$ cat src/rtl/pulp_pwr_pkg.sv
// Shared types and default timing constants for the power-domain sequencer.
// The state encoding is fixed whether or not PULP_PWR_RETENTION_EN is defined,
// so debug tooling can decode state_o the same way in every build.
package pulp_pwr_pkg;

  localparam int DEF_CLK_CYC     = 4;
  localparam int DEF_ISO_CYC     = 2;
  localparam int DEF_SETTLE_CYC  = 16;
  localparam int DEF_ACK_TIMEOUT = 1024;
  localparam bit DEF_RST_ON      = 1'b1;

  typedef enum logic [3:0] {
    ST_ON      = 4'd0,
    ST_CLK_OFF = 4'd1,
    ST_ISOLATE = 4'd2,
    ST_SAVE    = 4'd3,
    ST_RST_ON  = 4'd4,
    ST_SLEEP   = 4'd5,
    ST_OFF     = 4'd6,
    ST_WAKE    = 4'd7,
    ST_SETTLE  = 4'd8,
    ST_RESTORE = 4'd9,
    ST_RST_REL = 4'd10,
    ST_DEISO   = 4'd11,
    ST_CLK_ON  = 4'd12
  } pwr_state_e;

  // Power-cell controls that are a pure function of the FSM state
  typedef struct packed {
    logic clk_en;
    logic iso_ena;
    logic clamp;
    logic dom_rst;
    logic sleep;
  } pwr_out_t;

  // Power-cell control levels held while the FSM sits in state s
  function automatic pwr_out_t pwr_out_decode(pwr_state_e s);
    pwr_out_t o;
    o.clk_en  = (s == ST_ON) || (s == ST_CLK_ON);
    o.iso_ena = (s == ST_ON) || (s == ST_CLK_OFF) || (s == ST_DEISO) || (s == ST_CLK_ON);
    o.clamp   = !o.iso_ena;
    o.dom_rst = (s == ST_RST_ON) || (s == ST_SLEEP) || (s == ST_OFF) ||
                (s == ST_WAKE) || (s == ST_SETTLE) || (s == ST_RESTORE);
    o.sleep   = (s == ST_SLEEP) || (s == ST_OFF);
    return o;
  endfunction

endpackage

$ cat src/rtl/pulp_pwr_wait_cnt.sv
// Loadable down-counter with a zero flag. Loaded with N-1 on state entry, it
// reads zero during the Nth cycle in the state, which is when the FSM leaves.
module pulp_pwr_wait_cnt #(
  parameter int W = 11
) (
  input  logic         clk_i,
  input  logic         rst_i,
  input  logic         load_i,
  input  logic [W-1:0] load_val_i,
  output logic         zero_o
);

  logic [W-1:0] cnt_d, cnt_q;

  // Reload on request, otherwise count down and stick at zero
  always_comb begin
    cnt_d = cnt_q;
    if (load_i) begin
      cnt_d = load_val_i;
    end else if (cnt_q != '0) begin
      cnt_d = cnt_q - W'(1);
    end
  end

  // Counter register
  always_ff @(posedge clk_i) begin
    if (rst_i) begin
      cnt_q <= '0;
    end else begin
      cnt_q <= cnt_d;
    end
  end

  assign zero_o = (cnt_q == '0);

endmodule

$ cat src/rtl/pulp_pwr_domain_ctrl.sv
// Power-domain sequencer: orders clock gate, isolation/clamp, domain reset and
// switch-chain sleep on power-down and power-up of one switchable domain.
// Optional retention save/restore handshake: define PULP_PWR_RETENTION_EN.
//
// Handshakes: pwr_req_i is a level sampled only in ON/OFF; sleepout_i (and
// ret_ack_i) are level acks, accepted on any edge in the waiting state, and
// a missing ack is replaced by a timeout that sets the sticky err_o.
module pulp_pwr_domain_ctrl
  import pulp_pwr_pkg::*;
#(
  parameter int CLK_CYC     = DEF_CLK_CYC,
  parameter int ISO_CYC     = DEF_ISO_CYC,
  parameter int SETTLE_CYC  = DEF_SETTLE_CYC,
  parameter int ACK_TIMEOUT = DEF_ACK_TIMEOUT,
  parameter bit RST_ON      = DEF_RST_ON
) (
  input  logic       clk_i,
  input  logic       rst_i,
  input  logic       pwr_req_i,
  output logic       pwr_on_o,
  output logic       busy_o,
  output logic       err_o,
  output logic       clk_en_o,
  output logic       iso_ena_o,
  output logic       clamp_o,
  output logic       dom_rst_o,
  output logic       sleep_o,
  input  logic       sleepout_i,
`ifdef PULP_PWR_RETENTION_EN
  output logic       ret_save_o,
  output logic       ret_restore_o,
  input  logic       ret_ack_i,
`endif
  output logic [3:0] state_o
);

  localparam int         CW        = $clog2(ACK_TIMEOUT + 1);
  localparam pwr_state_e RST_STATE = RST_ON ? ST_ON : ST_OFF;

  pwr_state_e state_d, state_q;
  pwr_out_t   out_d, out_q;
  logic       err_d, err_q;
  logic       busy_d, busy_q;
  logic       pwr_on_d, pwr_on_q;
  logic       cnt_load, cnt_zero;
  logic [CW-1:0] cnt_val;
`ifdef PULP_PWR_RETENTION_EN
  logic       ret_save_d, ret_save_q;
  logic       ret_restore_d, ret_restore_q;
`endif

  // Next-state logic; timeouts advance as if acked but flag err
  always_comb begin
    state_d = state_q;
    err_d   = err_q;
    case (state_q)
      ST_ON:      if (!pwr_req_i) state_d = ST_CLK_OFF;
      ST_CLK_OFF: if (cnt_zero) state_d = ST_ISOLATE;
`ifdef PULP_PWR_RETENTION_EN
      ST_ISOLATE: if (cnt_zero) state_d = ST_SAVE;
      ST_SAVE: begin
        if (ret_ack_i) begin
          state_d = ST_RST_ON;
        end else if (cnt_zero) begin
          state_d = ST_RST_ON;
          err_d   = 1'b1;
        end
      end
`else
      ST_ISOLATE: if (cnt_zero) state_d = ST_RST_ON;
`endif
      ST_RST_ON:  state_d = ST_SLEEP;
      ST_SLEEP: begin
        if (sleepout_i) begin
          state_d = ST_OFF;
        end else if (cnt_zero) begin
          state_d = ST_OFF;
          err_d   = 1'b1;
        end
      end
      ST_OFF:     if (pwr_req_i) state_d = ST_WAKE;
      ST_WAKE: begin
        if (!sleepout_i) begin
          state_d = ST_SETTLE;
        end else if (cnt_zero) begin
          state_d = ST_SETTLE;
          err_d   = 1'b1;
        end
      end
`ifdef PULP_PWR_RETENTION_EN
      ST_SETTLE:  if (cnt_zero) state_d = ST_RESTORE;
      ST_RESTORE: begin
        if (ret_ack_i) begin
          state_d = ST_RST_REL;
        end else if (cnt_zero) begin
          state_d = ST_RST_REL;
          err_d   = 1'b1;
        end
      end
`else
      ST_SETTLE:  if (cnt_zero) state_d = ST_RST_REL;
`endif
      ST_RST_REL: if (cnt_zero) state_d = ST_DEISO;
      ST_DEISO:   if (cnt_zero) state_d = ST_CLK_ON;
      ST_CLK_ON:  state_d = ST_ON;
      default:    state_d = RST_STATE;
    endcase
  end

  // Wait length for the state being entered; reloaded on every state change
  always_comb begin
    cnt_val = '0;
    case (state_d)
      ST_CLK_OFF, ST_DEISO:           cnt_val = CW'(CLK_CYC - 1);
      ST_ISOLATE, ST_RST_REL:         cnt_val = CW'(ISO_CYC - 1);
      ST_SETTLE:                      cnt_val = CW'(SETTLE_CYC - 1);
      ST_SLEEP, ST_WAKE,
      ST_SAVE, ST_RESTORE:            cnt_val = CW'(ACK_TIMEOUT - 1);
      default:                        cnt_val = '0;
    endcase
    cnt_load = (state_d != state_q);
  end

  // Registered outputs follow the state being entered
  always_comb begin
    out_d    = pwr_out_decode(state_d);
    pwr_on_d = (state_d == ST_ON);
    busy_d   = (state_d != ST_ON) && (state_d != ST_OFF);
`ifdef PULP_PWR_RETENTION_EN
    ret_save_d    = (state_d == ST_SAVE);
    ret_restore_d = (state_d == ST_RESTORE);
`endif
  end

  // FSM state and output registers
  always_ff @(posedge clk_i) begin
    if (rst_i) begin
      state_q       <= RST_STATE;
      out_q         <= pwr_out_decode(RST_STATE);
      err_q         <= 1'b0;
      busy_q        <= 1'b0;
      pwr_on_q      <= RST_ON;
`ifdef PULP_PWR_RETENTION_EN
      ret_save_q    <= 1'b0;
      ret_restore_q <= 1'b0;
`endif
    end else begin
      state_q       <= state_d;
      out_q         <= out_d;
      err_q         <= err_d;
      busy_q        <= busy_d;
      pwr_on_q      <= pwr_on_d;
`ifdef PULP_PWR_RETENTION_EN
      ret_save_q    <= ret_save_d;
      ret_restore_q <= ret_restore_d;
`endif
    end
  end

  pulp_pwr_wait_cnt #(
    .W (CW)
  ) u_wait_cnt (
    .clk_i      (clk_i),
    .rst_i      (rst_i),
    .load_i     (cnt_load),
    .load_val_i (cnt_val),
    .zero_o     (cnt_zero)
  );

  assign pwr_on_o  = pwr_on_q;
  assign busy_o    = busy_q;
  assign err_o     = err_q;
  assign clk_en_o  = out_q.clk_en;
  assign iso_ena_o = out_q.iso_ena;
  assign clamp_o   = out_q.clamp;
  assign dom_rst_o = out_q.dom_rst;
  assign sleep_o   = out_q.sleep;
  assign state_o   = state_q;
`ifdef PULP_PWR_RETENTION_EN
  assign ret_save_o    = ret_save_q;
  assign ret_restore_o = ret_restore_q;
`endif

endmodule

$ cat config.mk
export PLATFORM = sky130hd
export DESIGN_NAME = pulp_pwr_domain_ctrl
export DESIGN_NICKNAME = d
export VERILOG_FILES = /design/src/rtl/pulp_pwr_pkg.sv /design/src/rtl/pulp_pwr_wait_cnt.sv /design/src/rtl/pulp_pwr_domain_ctrl.sv
export SDC_FILE = /design/constraint.sdc
export NUM_CORES = 1
export LEC_CHECK = 0
export CAP_MARGIN = 5
export CORE_UTILIZATION = 56
export DETAILED_ROUTE_END_ITERATION = 6
export GPL_ROUTABILITY_DRIVEN = 0
export HOLD_SLACK_MARGIN = 0.05
export PLACE_DENSITY = 0.79
export SLEW_MARGIN = 5
export SYNTH_ARGS = -nofsm -noshare
export SYNTH_HDL_FRONTEND = slang
export SYNTH_SLANG_ARGS = --single-unit
$ cat constraint.sdc
create_clock -name clk_i -period 3 [get_ports clk_i]
set_clock_uncertainty 0.1 [all_clocks]
set_input_delay 0.6 -clock clk_i [delete_from_list [all_inputs] [get_ports clk_i]]
set_output_delay 0.6 -clock clk_i [all_outputs]
set_load 0.01 [all_outputs]
; Yosys cells after proc, flatten, opt, wreduce, memory -nomap -nowiden
; Memory sizes are Yosys's and may differ from the RTL's.
; Cells that the tools add are included.
[totals]
regBits = 23
rom_bits = 160
in_bits = 4
output_inout_bits = 12
mem_count = 1
[mem_list]
columns = memory, depth, width, rd, rd_ports_with_merged_regs, wr, line
row1 = (name not given), 16, 10, 1, 0, 0, pulp_pwr_domain_ctrl.sv:113  ; case (state_d)
[classes]
add_sub_neg = 1
eq_ne = 22
mux = 18
n_reduce_logical = 20
[op_table]
columns = op, count
row1 = 4-bit 2-to-1 mux, 11
row2 = 4-bit one-hot mux with 10 select lines, 1
row3 = "4-bit by 3-bit == test with 1-bit output, second input constant", 8
row4 = "4-bit == test, second input constant", 7
row5 = 11-bit 2-to-1 mux, 2
row6 = 11-bit zero test, 1
row7 = 11-bit nonzero test, 1
row8 = "11-bit by 1-bit subtractor with 11-bit output, second input constant", 1
row9 = 1-bit logical OR, 10
row10 = "4-bit by 1-bit == test with 1-bit output, second input constant", 2
row11 = 4-bit zero test, 2
row12 = "4-bit by 2-bit == test with 1-bit output, second input constant", 1
row13 = "2-bit inequality test, second input constant", 2
row14 = "4-bit by 3-bit inequality test with 1-bit output, second input constant", 1
row15 = 4-bit inequality test, 1
row16 = 2-bit nonzero test, 2
row17 = 4-bit nonzero test, 1
row18 = 1-bit 2-to-1 mux, 3
row19 = 3-bit AND reduction, 1
row20 = 1-bit one-hot mux with 2 select lines, 1
row21 = 1-bit logical AND, 1
row22 = 1-bit zero test, 1

; Depth between registers and ports, before layout
; Gate-level depths: netlist of run 1.
[logic_depth]
depth_word = 10
mapped_depth = 10

; Modules after synthesis
; A second synthesis of run 1 with hierarchy kept.
[hier_totals]
cells_unflattened = 189
hier_area_um2 = 1496.4
[modules_own_cells]
columns = module, n_inst, cells_each, area_per_inst_um2, seq_area_each_um2
row1 = pulp_pwr_domain_ctrl, 1, 117, 869.6, 240.2
row2 = pulp_pwr_wait_cnt, 1, 72, 626.9, 220.2

; Least setup slack after synthesis of run 1
; No wires, ideal clock.
[synth_path]
path_kind = flip-flop to flip-flop
from = reg u_wait_cnt.cnt_q[0]
to = reg u_wait_cnt.cnt_q[2]
setup_time_ns = 0.120
arrival_ns = 2.421
required_ns = 2.780
slack_ns = 0.359
stages_incl_launch_ff = 11
path_buffers = 3
cell_sequence = dfxtp_1 > inv_1 > ha_1 > or3b_2 > buf_4 > or4_4 > buf_6 > o2111a_2 > buf_6 > a21oi_1 > a21oi_1
[synth_between]
elab_chain_cells = 6
elab_cells_between_ends = 18
cone_classes = 1 x add/sub / 1 x eq/ne / 12 x mux / 3 x reduce/logical / 1 x memory
[synth_lines]
columns = item, line
row1 = "start, declared", pulp_pwr_wait_cnt.sv:13  ; logic [W-1:0] cnt_d, cnt_q;
row2 = "start signal, assigned", pulp_pwr_wait_cnt.sv:30  ; cnt_q <= cnt_d;
row3 = 11-bit zero test, pulp_pwr_wait_cnt.sv:34  ; assign zero_o = (cnt_q == '0);
row4 = "4-bit 2-to-1 mux, on equally long branches", "pulp_pwr_domain_ctrl.sv:85, pulp_pwr_domain_ctrl.sv:76"
row5 = "4-bit 2-to-1 mux, on equally long branches", "pulp_pwr_domain_ctrl.sv:83, pulp_pwr_domain_ctrl.sv:74"
row6 = 4-bit one-hot mux with 10 select lines, pulp_pwr_domain_ctrl.sv:56  ; case (state_q)
row7 = memory read 16 x 10 bit or 4-bit inequality test (tied branches), n/a
row8 = 11-bit 2-to-1 mux or 2-bit nonzero test (tied branches), n/a
; Parallel ways exist; a longest one is shown, timed or not. The select of a mux whose other input is x is not followed.
; A chain may end at the register's enable or synchronous reset.

; Worst setup path in the final report of run 1
[layout_path]
from = reg u_wait_cnt.cnt_q[0]
to = reg u_wait_cnt.cnt_q[3]
; Same word-level chain as after synthesis.

==> results of run 1 <==
[synth_stat cells (3+ instances only)]
master    count  area (sq um)
a21oi_1      18          90.1
dfxtp_1      23           460
a31oi_1       4          25.0
clkbuf_1      8          30.0
o21ai_0       5          25.0
a211oi_1      3          22.5
or2_2         3          18.8
a221oi_1      3          26.3
xnor2_1       7          61.3
nor2_1       17          63.8
nor2b_1       7          43.8
nor3_1       10          50.1
nand2b_1      6          37.5
nand2_1      15          56.3
inv_1         7          26.3
xor2_1        4          35.0
[worst max-delay path, cell delays in order (launching register included)]
cell and delay (ps):
dfxtp_1 330, inv_1 80, ha_1 190, or3b_2 560, or4_4 630, o311a_4 410
or3_1 340, a21oi_1 150
[power by group]
| group | total [mW] | internal (mW) | switching (mW) |
|---|---|---|---|
| sequential | 0.542 | 0.413 | 0.128 |
| combinational | 1.34 | 0.614 | 0.729 |
| clock | 0.149 | 0.0521 | 0.0970 |
| total | 2.03 | 1.08 | 0.954 |
[stage by stage]
stage | worst slack (ps) | area, sq um
5_1_grt | 21.0 | 1710
4_1_cts | 73.6 | 1700
3_3_place_gp | 182 | 1670
6_report | 140 | 1710
3_5_place_dp | 103 | 1670
2_1_floorplan | 359 | 1520
[final cells by class]
class / count / area [sq um]
clock buffer: 4 / 26.3
timing repair buffer: 20 / 200
fill: 209 / 817
sequential: 23 / 460
inverter: 7 / 26.3
multi-input combinational: 144 / 955
tap: 30 / 37.5
[worst max-delay path by stage]
stage,slack [ps],cells after the start,start,to
2_1_floorplan,360,10,u_wait_cnt.cnt_q[0]$_SDFFE_PP0P_,u_wait_cnt.cnt_q[2]$_SDFFE_PP0P_
3_3_place_gp,180,8,u_wait_cnt.cnt_q[0]$_SDFFE_PP0P_,u_wait_cnt.cnt_q[0]$_SDFFE_PP0P_
5_1_grt,20,8,u_wait_cnt.cnt_q[0]$_SDFFE_PP0P_,u_wait_cnt.cnt_q[3]$_SDFFE_PP0P_
6_report,140,7,u_wait_cnt.cnt_q[0]$_SDFFE_PP0P_,u_wait_cnt.cnt_q[3]$_SDFFE_PP0P_
4_1_cts,70,8,u_wait_cnt.cnt_q[0]$_SDFFE_PP0P_,u_wait_cnt.cnt_q[0]$_SDFFE_PP0P_
3_5_place_dp,100,8,u_wait_cnt.cnt_q[0]$_SDFFE_PP0P_,u_wait_cnt.cnt_q[0]$_SDFFE_PP0P_
[registers in the layout (all words and copies together), names as in the netlist]
signal,cells
busy_o,1
clamp_o,1
clk_en_o,1
dom_rst_o,1
err_o,1
iso_ena_o,1
pwr_on_o,1
sleep_o,1
state_o,4
u_wait_cnt.cnt_q,11
[what timing repair did]
action / 4_1_cts / 5_1_grt
hold endpoints to repair: 0 / 0
setup endpoints to repair: 0 / 2
buffers inserted: 0 / 0
gates resized for setup: 0 / 1
[per-layer routing]
layer / share of wire / vias up
li1: - / 706
met1: 0.47 / 691
met2: 0.46 / 43
met3: 0.049 / 6
met4: 0.015 / 0
met5: 0 / -
[kinds of logic after synthesis]
family                   share of synthesized area
AO/OA/AOI/OAI                                0.277
adder cells (fa/ha/maj)                    0.00823
buffers and inverters                       0.0733
XOR/XNOR                                    0.0634
AND/OR/NAND/NOR                              0.269
multiplexers                               0.00658
flip-flops                                   0.303
==> out/qor.csv, run 1 <==
stage,metric,value,unit
outcome,status,"complete, no violations",
synthesis,netlist_area,0.00152,sq mm
layout,final_cell_mix,"23 x dfxtp_1, 18 x a21oi_1, 17 x nor2_1, 15 x nand2_1, 15 x clkdlybuf4s50_1",
detailed_routing,drcViolationCount,0,
power,peakVddDrop,0.947,mV
cts,cts_hold_buffers,0,
sta,hold_violations,0,
sta,setup_violations,0,
detailed_routing,postRouteAntennaNets,0,
layout,final_cells,228,
cts,htreeDepth,1,
detailed_routing,first_pass_iters,4,
worst_setup_path,critPathCaptureType,register,
sta,fin_crit,2860,ps
global_routing,grt_usage,0.272,
global_routing,grt_overflow_total,0,
cts,clkSinkCount,23,
synthesis,yosys_warnings,0,
worst_setup_path,reg2reg_depth,7,
floorplan,die_h,54.1,um
worst_hold_path,hold_end,u_wait_cnt.cnt_q[10]$_SDFFE_PP0P_,
cts,cts_tree,yes,
sta,post-route-period-util,0.953,
detailed_routing,vias,1446,
synthesis,synth_seq_cells,23,
worst_setup_path,arrival,3020,ps
global_routing,use_met2,0.426,
placed_design,dp_hpwl,2520,um
worst_setup_path,critPathMaxFanout,14,
synthesis,async_flop_share,0,
worst_setup_path,worstSetupPathType,register to register,
synthesis,seq_area_frac_synth,0.303,
sta,rsz0062_at_grt,false,
layout,diodes,0,
worst_setup_path,start_kind,register,
synthesis,synth_edf_count,0,
floorplan,start_util,0.603,
cts,root_buffer,clkbuf_4,
worst_hold_path,min_from,u_wait_cnt.cnt_q[10]$_SDFFE_PP0P_,
detailed_routing,drt_iter0_markers,55,
sta,relSlewSlack,0.504,
cts,numCtsBuffers,3,
synthesis,syn-num-nets,195,
cts,worstSkewPairLatency,320,ps
layout,final_common_cell,dfxtp_1,
power,total_power,2.03,mW
cts,clkTransAtPathRegs,130,ps
synthesis,ys.flop_type,dfxtp_1,
sta,max_freq,350,MHz
global_routing,grt_pass1_vias,1267,
worst_setup_path,rr_startpoint,u_wait_cnt.cnt_q[0]$_SDFFE_PP0P_,
worst_hold_path,min_path_type,register to register,
floorplan,num_rows,18,
global_routing,busiest_layer,met2,
layout,area_growth,12.2,%
run,maxCapViolations,0,
layout,fin_util,0.676,
global_routing,met3_usage,0.0339,
power,power_density,1190,mW/mm^2
synthesis,synth_cell_types,55,
global_routing,antenna_found_initial,0,
detailed_routing,wl_per_cell,15.8,um
cts,clock_path_buffers,2,
floorplan,die-area,0.00293,sq mm
worst_setup_path,required,3160,ps
sta,hold_ws,383,ps
layout,fin_nets,204,
power,p_leak,0.663,nW
sta,slew_viol_final,0,
placed_design,post-place-cells,224,
sta,fin_setup_tns,0,ps
sta,tightest_slew,743,ps
detailed_routing,viasPerCell,6.34,
synthesis,synthesis.instances,190,
floorplan,die_w,54.1,um
layout,final_layout_size_suffix_gt1_frac,0.116,
synthesis,avgSynthCellArea,8.00,sq um
detailed_routing,wirelength,3600,um
worst_hold_path,holdPathStages,1,
floorplan,io_pins,16,
global_routing,grt_use_met1,0.382,
floorplan,core,0.00252,sq mm
global_routing,grt_pass1_wl,5790,um
worst_setup_path,regToRegSetupSlack,140,ps
global_routing,grt_start_max_net_pins,25,
placed_design,io_buffers,15,
worst_setup_path,r2r-end,u_wait_cnt.cnt_q[3]$_SDFFE_PP0P_,
(Power assumes the default switching activity.)
==> run 2, diff against run 1 <==
--- a/config.mk
+++ b/config.mk
@@ -7,6 +7,7 @@
 export LEC_CHECK = 0
 export CAP_MARGIN = 5
 export CORE_UTILIZATION = 56
+export CTS_CLUSTER_DIAMETER = 40
 export DETAILED_ROUTE_END_ITERATION = 6
 export GPL_ROUTABILITY_DRIVEN = 0
 export HOLD_SLACK_MARGIN = 0.05
@@ -14,4 +15,5 @@
 export SLEW_MARGIN = 5
 export SYNTH_ARGS = -nofsm -noshare
 export SYNTH_HDL_FRONTEND = slang
+export SYNTH_HIERARCHICAL = 1
 export SYNTH_SLANG_ARGS = --single-unit
==> run 2 against run 1 <==
Effect of this change:
- cell count rose by 8.3%
- via count rose by 5.0%
- sequential share of layout area fell by 1.8 points
- non-clock buffer count rose by 15
- synthesized cell count fell by 0.53%
- sequential power fell by 5.9%
- critical path type unchanged
==> out/qor.csv, run 2 <==
stage,metric,value,unit,change
outcome,status,"complete, no violations",,unchanged
layout,final_cell_mix,"22 x nor2_1, 21 x dfxtp_1, 19 x nand2_1, 18 x buf_4, 15 x clkdlybuf4s50_1",,"was 23 x dfxtp_1, 18 x a21oi_1, 17 x nor2_1, 15 x nand2_1, 15 x clkdlybuf4s50_1"
layout,final_cells,247,,was 228
sta,relSlewSlack,0.608,,was 0.504
synthesis,yosys.area_share.simple,0.299,,was 0.269
cts,htreeDepth,1,,unchanged
power,total_power,1.85,mW,was 2.03 mW
floorplan,die_h,53.7,um,was 54.1 um
layout,final_layout_size_suffix_gt1_frac,0.212,,was 0.116
layout,final_common_cell,nor2_1,,was dfxtp_1
sta,hold_ws,401,ps,was 383 ps
detailed_routing,vias,1519,,was 1446
synthesis,synth_common_cells,"23 x dfxtp_1, 23 x nor2_1, 19 x nand2_1",,"was 23 x dfxtp_1, 18 x a21oi_1, 17 x nor2_1"
global_routing,antenna_found_initial,0,,unchanged
detailed_routing,postRouteAntennaNets,0,,unchanged
synthesis,synth_seq_cells,23,,unchanged
floorplan,num_rows,18,,unchanged
detailed_routing,wirelength,3760,um,was 3600 um
detailed_routing,drcViolationCount,0,,unchanged
run,maxCapViolations,0,,unchanged
sta,slew_viol_final,0,,unchanged
floorplan,die_w,53.7,um,was 54.1 um
power,p_leak,0.712,nW,was 0.663 nW
detailed_routing,viasPerCell,6.15,,was 6.34
detailed_routing,wl_per_cell,15.2,um,was 15.8 um
synthesis,synthMuxAreaShare,0.0134,,was 0.00658
synthesis,ys.flop_type,dfxtp_1,,unchanged
cts,cts_tree,yes,,unchanged
power,peakVddDrop,0.760,mV,was 0.947 mV
sta,fin_crit,2910,ps,was 2860 ps
worst_setup_path,r2r-end,u_wait_cnt/cnt_q[1]$_SDFFE_PP0P_,,was u_wait_cnt.cnt_q[3]$_SDFFE_PP0P_
floorplan,io_pins,16,,unchanged
global_routing,grt_pass1_vias,1282,,was 1267
placed_design,io_buffers,15,,unchanged
cts,numCtsBuffers,3,,unchanged
floorplan,die-area,0.00288,sq mm,was 0.00293 sq mm
worst_setup_path,reg2reg_depth,12,,was 7
floorplan,start_util,0.599,,was 0.603
worst_hold_path,min_from,err_o$_SDFFE_PP0P_,,was u_wait_cnt.cnt_q[10]$_SDFFE_PP0P_
worst_setup_path,arrival,3050,ps,was 3020 ps
synthesis,avgSynthCellArea,7.92,sq um,was 8.00 sq um
worst_setup_path,required,3140,ps,was 3160 ps
synthesis,synth_edf_count,0,,unchanged
placed_design,dp_hpwl,2800,um,was 2520 um
synthesis,yosys_warnings,6,,was 0
placed_design,post-place-cells,240,,was 224
detailed_routing,first_pass_iters,5,,was 4
power,power_density,1010,mW/mm^2,was 1190 mW/mm^2
synthesis,synthesis.instances,189,,was 190
synthesis,synth_fa_ha_area_frac,0.00836,,was 0.00823
cts,worstSkewPairLatency,320,ps,about the same
sta,tightest_slew,583,ps,was 743 ps
worst_hold_path,holdPathStages,2,,was 1
cts,clkSinkCount,23,,unchanged
layout,largest_reg_flops,11,,unchanged
layout,area_growth,22.6,%,was 12.2%
worst_setup_path,critPathCaptureType,register,,unchanged
global_routing,grt_overflow_total,0,,unchanged
worst_setup_path,start_kind,register,,unchanged
synthesis,synth_top_area_share,0.308,,was 0.303
sta,max_freq,344,MHz,was 350 MHz
synthesis,synth_xor_area_frac,0.0293,,was 0.0634
sta,setup_violations,0,,unchanged
cts,cts_hold_buffers,0,,unchanged
cts,root_buffer,clkbuf_4,,unchanged
synthesis,netlist_area,0.00150,sq mm,was 0.00152 sq mm
layout,diodes,0,,unchanged
synthesis,async_flop_share,0,,unchanged
layout,regMostFlops,u_wait_cnt/cnt_q,,was u_wait_cnt.cnt_q
synthesis,seq_area_frac_synth,0.308,,was 0.303
worst_hold_path,min_path_type,register to register,,unchanged
floorplan,core,0.00250,sq mm,was 0.00252 sq mm
sta,post-route-period-util,0.970,,was 0.953
synthesis,synthTopCellsByArea,"dfxtp_1 31%, nor2_1 5.8%, nand2_1 4.8%",,"was dfxtp_1 30%, a21oi_1 5.9%, nor2_1 4.2%"
worst_setup_path,rr_startpoint,u_wait_cnt/cnt_q[1]$_SDFFE_PP0P_,,was u_wait_cnt.cnt_q[0]$_SDFFE_PP0P_
cts,clock_path_buffers,2,,unchanged
worst_setup_path,worstSetupPathType,register to register,,unchanged
synthesis,synth_area_leader_cell,dfxtp_1,,unchanged
synthesis,synth_compound_area_frac,0.272,,was 0.277
synthesis,synth_cell_types,56,,was 55
cts,clkTransAtPathRegs,130,ps,about the same
worst_setup_path,critPathMaxFanout,11,,was 14
worst_hold_path,hold_end,err_o$_SDFFE_PP0P_,,was u_wait_cnt.cnt_q[10]$_SDFFE_PP0P_
sta,hold_violations,0,,unchanged
synthesis,synth_top_family_by_area,simple AND/OR/NAND/NOR gates,,was compound AO/OA/AOI/OAI gates
layout,fin_nets,223,,was 204
worst_setup_path,regToRegSetupSlack,90,ps,was 140 ps
global_routing,grt_usage,0.274,,was 0.272
global_routing,grt_pass1_wl,5710,um,was 5790 um
sta,fin_setup_tns,0,ps,unchanged
detailed_routing,drt_iter0_markers,70,,was 55
synthesis,syn-num-nets,194,,was 195
sta,rsz0062_at_grt,false,,unchanged
layout,fin_util,0.734,,was 0.676
global_routing,grt_start_max_net_pins,14,,was 25
[run 2: layout make-up]
| type | instances | area, sq um |
|---|---|---|
| fillers | 195 | 666 |
| flip-flops and latches | 23 | 463 |
| clock buffers | 3 | 22.5 |
| inverters | 11 | 42.5 |
| well taps | 30 | 37.5 |
| multi-input cells | 144 | 962 |
| repair buffers | 35 | 302 |
| clock inverters | 1 | 5.00 |
[run 2: per-stage QoR]
stage	setup slack [ps]	cell area (sq um)
6_report	88.9	1830
5_1_grt	7.42	1830
4_1_cts	3.11	1790
3_5_place_dp	5.86	1760
3_3_place_gp	72.3	1760
2_1_floorplan	1.89	1510
[run 2: timing repair]
action	in CTS	in global routing
resized for setup	1	8
setup endpoints to repair	1	9
buffers inserted	0	5
pin swaps	0	4
[run 2: cells by family after synthesis]
kind of cell    after synthesis
compound gates               53
xor+xnor                      5
fa+ha+maj                     1
buf+inv                      22
flops                        23
mux                           2
other cells                   1
simple gates                 82
[run 2: power by group]
group	switching [mW]	internal (mW)	leakage [nW]
logic	0.614	0.577	0.505
registers	0.104	0.405	0.189
clock network	0.0946	0.0500	0.0177
total	0.813	1.03	0.712
[run 2: worst max path at each step]
stage / cells after the start / to / startpoint / slack [ps]
finish: 12 / u_wait_cnt/cnt_q[1]$_SDFFE_PP0P_ / u_wait_cnt/cnt_q[1]$_SDFFE_PP0P_ / 90
global placement: 8 / u_wait_cnt/cnt_q[1]$_SDFFE_PP0P_ / sleepout_i / 70
CTS: 12 / u_wait_cnt/cnt_q[1]$_SDFFE_PP0P_ / u_wait_cnt/cnt_q[1]$_SDFFE_PP0P_ / 3
detailed placement: 12 / u_wait_cnt/cnt_q[1]$_SDFFE_PP0P_ / u_wait_cnt/cnt_q[1]$_SDFFE_PP0P_ / 6
floorplan: 13 / u_wait_cnt/cnt_q[0]$_SDFFE_PP0P_ / u_wait_cnt/cnt_q[0]$_SDFFE_PP0P_ / 2
global route: 12 / u_wait_cnt/cnt_q[9]$_SDFFE_PP0P_ / u_wait_cnt/cnt_q[1]$_SDFFE_PP0P_ / 7
[run 2: worst max-delay path, cell delays in order (launching register included)]
cell and delay, ps:
dfxtp_2 370, inv_1 50, ha_2 180, or4b_4 230, nor4_4 40, buf_6 140
nor2b_1 140, a21oi_1 130, nor2_1 50, o21a_1 180, or4_4 590, or4_1 520
o211ai_1 110
[run 2: metal layers]
layer | vias to the layer above | global-route usage | routed length (um)
met5 | - | 0 | 0
met3 | 6 | 0.0367 | 180
li1 | 745 | - | -
met4 | 0 | 0.0833 | 51
met2 | 55 | 0.488 | 1920
met1 | 713 | 0.335 | 1610
